$ cat config.mk
export PLATFORM = sky130hd
export DESIGN_NAME = bitseq_seq_ctrl
export DESIGN_NICKNAME = d
export VERILOG_FILES = /design/src/rtl/bitseq_seq_pkg.sv /design/src/rtl/bitseq_seq_cmd_fifo.sv /design/src/rtl/bitseq_seq_ctrl.sv
export SDC_FILE = /design/constraint.sdc
export NUM_CORES = 1
export LEC_CHECK = 0
export BUFFER_PORTS_ARGS = -buffer_cell sky130_fd_sc_hd__buf_4
export CAP_MARGIN = 20
export CORE_MARGIN = 2
export CORE_UTILIZATION = 53
export CTS_CLUSTER_SIZE = 30
export DETAILED_ROUTE_END_ITERATION = 12
export GPL_TIMING_DRIVEN = 0
export PLACE_DENSITY = 0.83
export SYNTH_ARGS = -nofsm -noshare
export SYNTH_HDL_FRONTEND = slang
export SYNTH_SLANG_ARGS = --single-unit
$ cat constraint.sdc
create_clock -name clk -period 2.85 [get_ports clk]
set_clock_uncertainty 0.15 [all_clocks]
set_input_delay 0.7125 -clock clk [delete_from_list [all_inputs] [get_ports clk]]
set_output_delay 0.7125 -clock clk [all_outputs]
set_load 0.01 [all_outputs]
$ cat src/rtl/bitseq_seq_pkg.sv
// Shared opcodes, FSM encoding and payload field positions for the looper sequencing controller.
package bitseq_seq_pkg;

    localparam logic [2:0] OP_NOP       = 3'd0;
    localparam logic [2:0] OP_SET_LEN   = 3'd1;
    localparam logic [2:0] OP_SET_RATE  = 3'd2;
    localparam logic [2:0] OP_SET_PHASE = 3'd3;
    localparam logic [2:0] OP_LOAD_BITS = 3'd4;
    localparam logic [2:0] OP_START     = 3'd5;
    localparam logic [2:0] OP_STOP      = 3'd6;
    localparam logic [2:0] OP_GROUP     = 3'd7;

    localparam logic [2:0] ST_IDLE   = 3'd0;
    localparam logic [2:0] ST_WRITE  = 3'd1;
    localparam logic [2:0] ST_ARM    = 3'd2;
    localparam logic [2:0] ST_GAP    = 3'd3;
    localparam logic [2:0] ST_GSTART = 3'd4;

    localparam int BITS_LSB      = 0;
    localparam int BITS_W        = 16;
    localparam int CNT_LSB       = 16;
    localparam int CNT_W         = 4;
    localparam int BASE_LSB      = 20;
    localparam int GRP_START_BIT = 30;
    localparam int GRP_SYNC_BIT  = 31;

    // LOAD_BITS encodes count-1 so that a zero field still writes one bit.
    function automatic logic [4:0] load_count(input logic [31:0] data);
        return {1'b0, data[CNT_LSB +: CNT_W]} + 5'd1;
    endfunction

endpackage

$ cat src/rtl/bitseq_seq_cmd_fifo.sv
// Small synchronous FIFO holding {op, ch, data} commands ahead of the controller FSM.
module bitseq_seq_cmd_fifo
    import bitseq_seq_pkg::*;
#(
    parameter int W     = 37,
    parameter int DEPTH = 4
) (
    input  logic         clk_i,
    input  logic         rst_i,
    input  logic         push_i,
    input  logic [W-1:0] din_i,
    input  logic         pop_i,
    output logic [W-1:0] dout_o,
    output logic         empty_o,
    output logic         full_o
);

    localparam int PW = (DEPTH <= 1) ? 1 : $clog2(DEPTH);

    logic [W-1:0] mem_q [DEPTH];
    logic [PW-1:0] wr_ptr_q, wr_ptr_d;
    logic [PW-1:0] rd_ptr_q, rd_ptr_d;
    logic [PW:0]   count_q, count_d;
    logic          do_push, do_pop;

    assign empty_o = (count_q == '0);
    assign full_o  = (count_q == (PW+1)'(DEPTH));
    assign do_push = push_i && !full_o;
    assign do_pop  = pop_i && !empty_o;
    assign dout_o  = mem_q[rd_ptr_q];

    always_comb begin
        wr_ptr_d = wr_ptr_q;
        rd_ptr_d = rd_ptr_q;
        count_d  = count_q;
        if (do_push) begin
            wr_ptr_d = (wr_ptr_q == PW'(DEPTH-1)) ? '0 : wr_ptr_q + PW'(1);
        end
        if (do_pop) begin
            rd_ptr_d = (rd_ptr_q == PW'(DEPTH-1)) ? '0 : rd_ptr_q + PW'(1);
        end
        case ({do_push, do_pop})
            2'b10:   count_d = count_q + (PW+1)'(1);
            2'b01:   count_d = count_q - (PW+1)'(1);
            default: count_d = count_q;
        endcase
    end

    always_ff @(posedge clk_i) begin
        if (rst_i) begin
            wr_ptr_q <= '0;
            rd_ptr_q <= '0;
            count_q  <= '0;
        end else begin
            wr_ptr_q <= wr_ptr_d;
            rd_ptr_q <= rd_ptr_d;
            count_q  <= count_d;
        end
    end

    // Storage needs no reset; only the pointers define which entries are live.
    always_ff @(posedge clk_i) begin
        if (do_push) begin
            mem_q[wr_ptr_q] <= din_i;
        end
    end

endmodule

$ cat src/rtl/bitseq_seq_ctrl.sv
// Command-driven controller that configures and sequences the bit-sequence looper.
// Define BITSEQ_SEQ_CMDFIFO_EN to place a 4-entry command FIFO in front of the FSM.
module bitseq_seq_ctrl
    import bitseq_seq_pkg::*;
#(
    parameter int NCH = 4,
    parameter int AW  = 4,
    parameter int CHW = (NCH <= 1) ? 1 : $clog2(NCH)
) (
    input  logic                  clk,
    input  logic                  rst,
    input  logic                  cmd_valid,
    output logic                  cmd_ready,
    input  logic [2:0]            cmd_op,
    input  logic [CHW-1:0]        cmd_ch,
    input  logic [31:0]           cmd_data,
    input  logic [NCH-1:0]        playing,
    input  logic                  err_clr,
    output logic [NCH-1:0]        start_ch_bus,
    output logic [NCH-1:0]        stop_ch_bus,
    output logic                  sync_enable,
    output logic [NCH-1:0]        arm_mask_in,
    output logic                  arm_load,
    output logic                  group_start,
    output logic [NCH*(AW+1)-1:0] len_bus,
    output logic [NCH*32-1:0]     rate_div_bus,
    output logic [NCH*32-1:0]     phase_off_bus,
    output logic                  wr_en,
    output logic [CHW-1:0]        wr_ch,
    output logic [AW-1:0]         wr_addr,
    output logic                  wr_bit,
    output logic                  busy,
    output logic                  err_busy
);

    localparam logic [31:0] LEN_MAX = 32'(1) << AW;

    logic [2:0]            state_q, state_d;
    logic [NCH*(AW+1)-1:0] len_q, len_d;
    logic [NCH*32-1:0]     rate_q, rate_d;
    logic [NCH*32-1:0]     phase_q, phase_d;
    logic [NCH-1:0]        start_q, start_d;
    logic [NCH-1:0]        stop_q, stop_d;
    logic                  sync_q, sync_d;
    logic [NCH-1:0]        arm_mask_q, arm_mask_d;
    logic                  arm_load_q, arm_load_d;
    logic                  gstart_q, gstart_d;
    logic                  wr_en_q, wr_en_d;
    logic [CHW-1:0]        wr_ch_q, wr_ch_d;
    logic [AW-1:0]         wr_addr_q, wr_addr_d;
    logic                  wr_bit_q, wr_bit_d;
    logic                  err_q, err_d;
    logic [BITS_W-1:0]     bits_q, bits_d;
    logic [4:0]            cnt_q, cnt_d;
    logic [AW-1:0]         addr_q, addr_d;
    logic                  pend_valid_q, pend_valid_d;
    logic [2:0]            pend_op_q, pend_op_d;
    logic [CHW-1:0]        pend_ch_q, pend_ch_d;
    logic [31:0]           pend_data_q, pend_data_d;

    logic                  src_valid;
    logic [2:0]            src_op;
    logic [CHW-1:0]        src_ch;
    logic [31:0]           src_data;
    logic                  take;
    logic                  err_set;
    logic [AW:0]           len_val;

`ifdef BITSEQ_SEQ_CMDFIFO_EN
    localparam int FW = 3 + CHW + 32;

    logic          fifo_empty;
    logic          fifo_full;
    logic [FW-1:0] fifo_dout;

    bitseq_seq_cmd_fifo #(
        .W     (FW),
        .DEPTH (4)
    ) u_cmd_fifo (
        .clk_i   (clk),
        .rst_i   (rst),
        .push_i  (cmd_valid && cmd_ready),
        .din_i   ({cmd_op, cmd_ch, cmd_data}),
        .pop_i   (take),
        .dout_o  (fifo_dout),
        .empty_o (fifo_empty),
        .full_o  (fifo_full)
    );

    assign cmd_ready = !fifo_full && !rst;
    assign src_valid = !fifo_empty;
    assign {src_op, src_ch, src_data} = fifo_dout;
`else
    assign cmd_ready = (state_q == ST_IDLE) && !rst;
    assign src_valid = cmd_valid;
    assign src_op    = cmd_op;
    assign src_ch    = cmd_ch;
    assign src_data  = cmd_data;
`endif

    assign take    = src_valid && (state_q == ST_IDLE);
    assign len_val = (pend_data_q > LEN_MAX) ? LEN_MAX[AW:0] : pend_data_q[AW:0];

    // A command taken in IDLE is staged for one cycle, so its effect lands one edge after acceptance.
    always_comb begin
        state_d      = state_q;
        len_d        = len_q;
        rate_d       = rate_q;
        phase_d      = phase_q;
        start_d      = '0;
        stop_d       = '0;
        sync_d       = sync_q;
        arm_mask_d   = arm_mask_q;
        arm_load_d   = 1'b0;
        gstart_d     = 1'b0;
        wr_en_d      = 1'b0;
        wr_ch_d      = wr_ch_q;
        wr_addr_d    = wr_addr_q;
        wr_bit_d     = wr_bit_q;
        bits_d       = bits_q;
        cnt_d        = cnt_q;
        addr_d       = addr_q;
        pend_valid_d = 1'b0;
        pend_op_d    = pend_op_q;
        pend_ch_d    = pend_ch_q;
        pend_data_d  = pend_data_q;
        err_set      = 1'b0;

        if (pend_valid_q && (int'(pend_ch_q) < NCH)) begin
            case (pend_op_q)
                OP_SET_LEN:   len_d[int'(pend_ch_q)*(AW+1) +: AW+1] = len_val;
                OP_SET_RATE:  rate_d[int'(pend_ch_q)*32 +: 32]      = pend_data_q;
                OP_SET_PHASE: phase_d[int'(pend_ch_q)*32 +: 32]     = pend_data_q;
                OP_START:     start_d[pend_ch_q]                    = 1'b1;
                OP_STOP:      stop_d[pend_ch_q]                     = 1'b1;
                OP_LOAD_BITS: err_set                               = 1'b1;
                default:      ;
            endcase
        end

        case (state_q)
            ST_IDLE: begin
                if (take) begin
                    pend_op_d   = src_op;
                    pend_ch_d   = src_ch;
                    pend_data_d = src_data;
                    if (src_op == OP_LOAD_BITS && !playing[src_ch]) begin
                        state_d = ST_WRITE;
                        wr_ch_d = src_ch;
                        bits_d  = src_data[BITS_LSB +: BITS_W];
                        cnt_d   = load_count(src_data);
                        addr_d  = src_data[BASE_LSB +: AW];
                    end else if (src_op == OP_GROUP) begin
                        state_d = ST_ARM;
                    end else begin
                        // A refused LOAD_BITS also takes this path and raises the error when applied.
                        pend_valid_d = 1'b1;
                    end
                end
            end
            ST_WRITE: begin
                if (playing[wr_ch_q]) begin
                    err_set = 1'b1;
                    state_d = ST_IDLE;
                end else begin
                    wr_en_d   = 1'b1;
                    wr_addr_d = addr_q;
                    wr_bit_d  = bits_q[0];
                    bits_d    = bits_q >> 1;
                    addr_d    = addr_q + AW'(1);
                    cnt_d     = cnt_q - 5'd1;
                    if (cnt_q == 5'd1) begin
                        state_d = ST_IDLE;
                    end
                end
            end
            ST_ARM: begin
                sync_d     = pend_data_q[GRP_SYNC_BIT];
                arm_mask_d = pend_data_q[NCH-1:0];
                arm_load_d = 1'b1;
                state_d    = ST_GAP;
            end
            ST_GAP: begin
                state_d = pend_data_q[GRP_START_BIT] ? ST_GSTART : ST_IDLE;
            end
            ST_GSTART: begin
                gstart_d = 1'b1;
                state_d  = ST_IDLE;
            end
            default: state_d = ST_IDLE;
        endcase

        err_d = (err_q && !err_clr) || err_set;
    end

    always_ff @(posedge clk) begin
        if (rst) begin
            state_q      <= ST_IDLE;
            len_q        <= '0;
            rate_q       <= '0;
            phase_q      <= '0;
            start_q      <= '0;
            stop_q       <= '0;
            sync_q       <= 1'b0;
            arm_mask_q   <= '0;
            arm_load_q   <= 1'b0;
            gstart_q     <= 1'b0;
            wr_en_q      <= 1'b0;
            wr_ch_q      <= '0;
            wr_addr_q    <= '0;
            wr_bit_q     <= 1'b0;
            err_q        <= 1'b0;
            bits_q       <= '0;
            cnt_q        <= '0;
            addr_q       <= '0;
            pend_valid_q <= 1'b0;
            pend_op_q    <= '0;
            pend_ch_q    <= '0;
            pend_data_q  <= '0;
        end else begin
            state_q      <= state_d;
            len_q        <= len_d;
            rate_q       <= rate_d;
            phase_q      <= phase_d;
            start_q      <= start_d;
            stop_q       <= stop_d;
            sync_q       <= sync_d;
            arm_mask_q   <= arm_mask_d;
            arm_load_q   <= arm_load_d;
            gstart_q     <= gstart_d;
            wr_en_q      <= wr_en_d;
            wr_ch_q      <= wr_ch_d;
            wr_addr_q    <= wr_addr_d;
            wr_bit_q     <= wr_bit_d;
            err_q        <= err_d;
            bits_q       <= bits_d;
            cnt_q        <= cnt_d;
            addr_q       <= addr_d;
            pend_valid_q <= pend_valid_d;
            pend_op_q    <= pend_op_d;
            pend_ch_q    <= pend_ch_d;
            pend_data_q  <= pend_data_d;
        end
    end

    assign start_ch_bus  = start_q;
    assign stop_ch_bus   = stop_q;
    assign sync_enable   = sync_q;
    assign arm_mask_in   = arm_mask_q;
    assign arm_load      = arm_load_q;
    assign group_start   = gstart_q;
    assign len_bus       = len_q;
    assign rate_div_bus  = rate_q;
    assign phase_off_bus = phase_q;
    assign wr_en         = wr_en_q;
    assign wr_ch         = wr_ch_q;
    assign wr_addr       = wr_addr_q;
    assign wr_bit        = wr_bit_q;
    assign busy          = (state_q != ST_IDLE);
    assign err_busy      = err_q;

endmodule

=== Word-level counts from Yosys, hierarchy flattened ===
Cells that the tools add are included.

* Add/subtract/negate cells: 5
* $mul: 1
* Magnitude comparators: 5
* Eq/ne operators: 18
* Shifts and indexed selects: 4
* Muxes and demuxes: 37
* Bitwise gates (word level): 7
* Reductions and logical operators: 24

{| class="wikitable"
|+ Operator list
! operator !! count
|-
| $bwmux 128 || 2
|-
| $shift 32x33->128 const A || 1
|-
| $shiftx 32x33->128 || 1
|-
| $mux 16 || 3
|-
| $neg 5->33 || 1
|-
| $neg 7->33 || 1
|-
| $shift 5x33->20 const A || 1
|-
| $shiftx 5x33->20 || 1
|-
| $gt 32x5->1 const B || 1
|-
| $pmux 16 s2 || 1
|-
| $bwmux 20 || 1
|-
| $mux 5 || 4
|-
| $eq 3x3->1 const B || 6
|-
| $mux 3 || 6
|-
| $eq 3x2->1 const B || 4
|-
| $mux 4 || 3
|-
| $pmux 3 s4 || 1
|-
| $mux 1 || 11
|-
| $pmux 5 s2 || 1
|-
| $reduce_and 2->1 || 5
|-
| $lt 2x3->1 const B || 3
|-
| $pmux 4 s2 || 1
|-
| $not 1->1 || 7
|-
| $eq 3x1->1 const B || 2
|-
| other kinds (23) || 33
|}

* Register bits: 366
* Output and inout port bits: 302
* Logic and storage cells: 123

=== Longest topological paths before layout ===
* Depth in word-level cells: 7
* Gate-level depth with buffers: 7
* Gate-level depth less buffers: 6

=== Worst setup path before layout ===
OpenSTA, ideal clock, no wires.

* Kind: in2reg
* From: in cmd_ch[0]
* To: reg addr_q[0]
* Library setup time: 0.122 ns
* Data arrival time: 2.140 ns
* Data required time: 2.578 ns
* Setup slack: 0.438 ns
* Cell stages on the path: 4
* Buffers on the path: 0
* Cells stage by stage: mux4_2 > or3_4 > and4_1 > a311o_1

* Word-level cells in the longest chain between the ends: 6

{| class="wikitable"
|+ Ends and longest elaborated chain
! element !! line !! source
|-
| start: declaration || bitseq_seq_ctrl.sv:15 || <nowiki>input logic [CHW-1:0] cmd_ch,</nowiki>
|-
| $bmux 1 s2 || bitseq_seq_ctrl.sv:147 || <nowiki>if (src_op == OP_LOAD_BITS && !playing[src_ch]) begin</nowiki>
|-
| $mux 1 (not written as such) || bitseq_seq_ctrl.sv:147 ||
|-
| $logic_not 1->1 || bitseq_seq_ctrl.sv:147 ||
|-
| $logic_and 1x1->1 || bitseq_seq_ctrl.sv:147 ||
|-
| $ne 2x1->1 (no source line) || - ||
|-
| $reduce_and 4->1 (no source line) || - ||
|-
| end signal: assignment || bitseq_seq_ctrl.sv:238 || <nowiki>addr_q <= addr_d;</nowiki>
|-
| end: declaration || bitseq_seq_ctrl.sv:55 || <nowiki>logic [AW-1:0] addr_q, addr_d;</nowiki>
|}

Every way passes these cells. The select of a mux whose other input is x is not followed.
A chain may end at the register's enable or synchronous reset.

=== Final worst setup path ===
* From: reg pend_data_q[6]
* To: reg len_q[8] (netlist: len_bus[8])

* Word-level cells in the longest chain between the ends: 4

{| class="wikitable"
|+ Ends and longest elaborated chain
! element !! line !! source
|-
| start: declaration || bitseq_seq_ctrl.sv:59 || <nowiki>logic [31:0] pend_data_q, pend_data_d;</nowiki>
|-
| start signal: assignment || bitseq_seq_ctrl.sv:242 || <nowiki>pend_data_q <= pend_data_d;</nowiki>
|-
| $gt 32x5->1 || bitseq_seq_ctrl.sv:102 || <nowiki>assign len_val = (pend_data_q > LEN_MAX) ? LEN_MAX[AW:0] : pend_data_q[AW:0];</nowiki>
|-
| $mux 5 || bitseq_seq_ctrl.sv:102 ||
|-
| $shiftx 5x33->20 || bitseq_seq_ctrl.sv:131 || <nowiki>OP_SET_LEN: len_d[int'(pend_ch_q)*(AW+1) +: AW+1] = len_val;</nowiki>
|-
| $bwmux 20 || bitseq_seq_ctrl.sv:131 ||
|-
| end signal: assignment || bitseq_seq_ctrl.sv:222 || <nowiki>len_q <= len_d;</nowiki>
|-
| end: declaration || bitseq_seq_ctrl.sv:39 || <nowiki>logic [NCH*(AW+1)-1:0] len_q, len_d;</nowiki>
|}

Every way passes these cells.

==> impl_summary.log <==
INFO  metric outcome = completed
INFO  metric pin_count = 347
INFO  metric numCtsBuffers = 38
INFO  metric tritoncts = yes
INFO  metric vdd.ir_drop.worst = 0.449 mV
INFO  metric num-nets-final = 2122
INFO  metric setup_repair_after_global_routing_missed_its_margin = false
INFO  metric worst_min_path_start = cmd_data[11]
INFO  metric gp_congestion = 0.924
INFO  metric design.die.area = 27400 sq um
INFO  metric clock_network_latency_to_the_later_pin_of_the_worst_skew_pair = 0.53 ns
INFO  metric htree_num_levels = 2
INFO  metric crit_arrival = 3.01 ns
INFO  metric largest_net_degree_at_the_start_of_global_routing = 14
INFO  metric worst-setup-path-type = flop to flop
INFO  metric worstHoldPathType = input port to flop
INFO  metric grt_remaining_overflow = 0
INFO  metric dp_worst_setup_slack = -0.495 ns
INFO  metric setup.worst_path.start = pend_data_q[6]
INFO  metric route.detailed.vias_per_inst = 5.96
INFO  metric ys.flop_type = sky130_fd_sc_hd__dfxtp_1
INFO  metric synth-edff-count = 0
INFO  metric holdPathStages = 3
INFO  metric die-width = 166 um
INFO  metric ys_types = 61
INFO  metric hold_slack = 0.297 ns
INFO  metric area_growth = 30.9%
INFO  metric synth.top_cell.area_share = 53.0%
INFO  metric worstMarginPinSlew = 1.03 ns
INFO  metric setup_ws = 0.128 ns
INFO  metric cts_sinks = 366
INFO  metric r2r_start = pend_data_q[6]
INFO  metric setup_violations = 0
INFO  metric most_frequent_cells_in_the_layout = sky130_fd_sc_hd__dfxtp_1 (365), sky130_fd_sc_hd__nand2_1 (348), sky130_fd_sc_hd__buf_4 (346)
INFO  metric floorplan.initialDensity = 53.5%
INFO  metric clk_transition_reported_paths = 0.06 ns
INFO  metric final.min_clock_period = 2.72 ns
INFO  metric drc_errors = 0
INFO  metric synth.yosys.seq_area_share = 53.0%
INFO  metric ys_async_sr_fraction = 0%
INFO  metric synth.ff_latch_count = 366
INFO  metric timing_limited_maximum_frequency = 0.367 GHz
INFO  metric endpoint = len_bus[8]
INFO  metric std_cell_rows = 59
INFO  metric antenna_cells_inserted = 0
INFO  metric drt_first_pass_iters = 6
INFO  metric route.final.wire_length = 51700 um
INFO  metric clock-root-buffer = sky130_fd_sc_hd__clkbuf_16
INFO  metric dp_hpwl = 36700 um
INFO  metric io_buffers = 345
INFO  metric syn-instance-count = 1682
INFO  metric post_route_cells_drive_above_1_share = 21.3%
INFO  metric timing.reg2reg.worst_path_depth = 7
INFO  metric layout_commonest_cell = sky130_fd_sc_hd__dfxtp_1
INFO  metric antenna_violating_nets_left = 0
INFO  metric vias_in_the_first_global_route = 13100
INFO  metric setup.worst_path.start_class = flop
INFO  metric first_pass_grt_wire_length = 74900 um
INFO  metric cp.required = 3.13 ns
INFO  metric max_cap_viol_count = 0
INFO  metric ys.warnings.count = 0
INFO  metric groute.usage.overall = 36.0%
INFO  metric post_cts.repair.setup_buffers = 0
INFO  metric syn_area = 13800 sq um
INFO  metric synth_net_count = 1737
INFO  metric r2r_slack = 0.13 ns
INFO  metric period_share = 95.5%
INFO  metric core_region_area = 25800 sq um
INFO  metric layout.core_utilization = 70.1%
INFO  metric timing.critical_path.to_type = flop
INFO  metric detailroute.via_count = 14500
INFO  metric drv_slew = 0
INFO  metric power.density_cell_area = 597 nW/um^2
INFO  metric rr_endpoint = len_bus[8]
INFO  metric total_leakage_power = 0.00708 uW
INFO  metric fp.dieH = 166 um
INFO  metric synth_top_cell_by_area = sky130_fd_sc_hd__dfxtp_1
INFO  metric synth_area_per_cell = 8.22 sq um
INFO  metric relSlewSlack = 31.6%
INFO  metric drt_iter0_drc = 1705
INFO  metric post_synth_main_area_contributors = sky130_fd_sc_hd__dfxtp_1 (53%), sky130_fd_sc_hd__nand2_1 (9.4%), sky130_fd_sc_hd__a21oi_1 (9.4%), sky130_fd_sc_hd__nand3_1 (7.4%), sky130_fd_sc_hd__clkbuf_1 (4.4%)
INFO  metric ctsLongestPathBuffers = 3
INFO  metric critical_path_peak_fanout = 10
INFO  metric cts_hold_buf = 0
INFO  metric number_of_antenna_violations_at_the_first_check_in_global_routing = 0
INFO  metric timing.final.hold_violations = 0
INFO  metric mean_routed_wirelength_per_cell = 21.3 um
-- state kept, by name, summed over array words and instances, names as in the netlist, 5 cells and up --
name / flops
cnt_q: 5
pend_data_q: 32
phase_off_bus: 128
bits_q: 16
rate_div_bus: 128
len_bus: 20
-- layer usage --
layer | vias up | global-route usage (%) | part of all wire (%)
met5 | - | 0 | 0
met4 | 0 | 19.5 | 5.9
met3 | 193 | 9.67 | 12
met2 | 942 | 55.7 | 44
met1 | 6753 | 45.8 | 38
li1 | 6577 | - | -
-- cell families after synthesis --
logic type,after synthesis,share of synthesized area (%)
xor+xnor,2,0.127
simple gates,737,24.2
buf+inv,192,5.47
compound gates,368,15.7
mux,7,0.687
flops,366,53.0
fa+ha+maj,10,0.904
-- power breakdown --
part / total, uW / switching (uW) / internal [uW]
combinational: 663 / 490 / 173
clock: 4940 / 2030 / 2910
sequential: 5200 / 37.0 / 5170
-- cell type report --
cell class              instances  area, sq um
well taps                     335          419
clock buffers                  58         1170
plain buffers                 180          729
flip-flops and latches        366         7330
repair buffers                345         2590
multi-input cells            1124         5770
clock inverters                 7         60.1
inverters                      12         45.0
fillers                      2097         7720
-- synthesized netlist by cell type, drive strengths merged, types with 2 or more instances --
library cell  instances
a21oi               260
a22oi                60
a311oi               16
a31oi                 2
a32o                  5
and2                 13
and3                 22
and4                  3
buf                  19
clkbuf              161
dfxtp               366
ha                   10
inv                  12
mux2i                 5
mux4                  2
nand2               348
nand3               205
nand3b                2
nand4                16
nor2                 74
nor3                 24
nor3b                 7
nor4                  7
nor4b                 2
nor4bb                4
o2111ai               2
o22ai                 2
o31ai                 2
o41ai                 4
or2                   2
or3                   2
or3b                  2
xor2                  2
-- metrics by stage --
step / power [uW] / std cells / instance area, sq um / TNS, ns
floorplan: 5650 / 1682 / 13800 / 0
global placement: 5930 / 2362 / 16800 / -33.74
detailed placement: 5940 / 2362 / 16800 / -41.70
CTS: 10800 / 2427 / 18100 / -0.00722
global route: 11000 / 2427 / 18100 / 0
finish: 10800 / 2427 / 18100 / 0
-- what timing repair did --
item,CTS,global route
resized for setup,6,25
cloned,0,0
endpoints found under the setup margin,148,169
-- worst max-delay path: stages, from the launching register on --
cell and delay, ns:
sky130_fd_sc_hd__dfxtp_1 0.30, sky130_fd_sc_hd__clkbuf_1 0.32, sky130_fd_sc_hd__nor4_1 0.62, sky130_fd_sc_hd__and4_1 0.28
sky130_fd_sc_hd__clkbuf_1 0.28, sky130_fd_sc_hd__clkbuf_1 0.34, sky130_fd_sc_hd__nand4_1 0.14, sky130_fd_sc_hd__a21oi_1 0.20
-- worst min-delay path by stage --
stage,end
2_1_floorplan,wr_bit
3_3_place_gp,len_bus[17]
3_5_place_dp,len_bus[12]
4_1_cts,pend_data_q[11]
5_1_grt,pend_data_q[11]
6_report,pend_data_q[11]
Power figures use the tool's default switching activity.
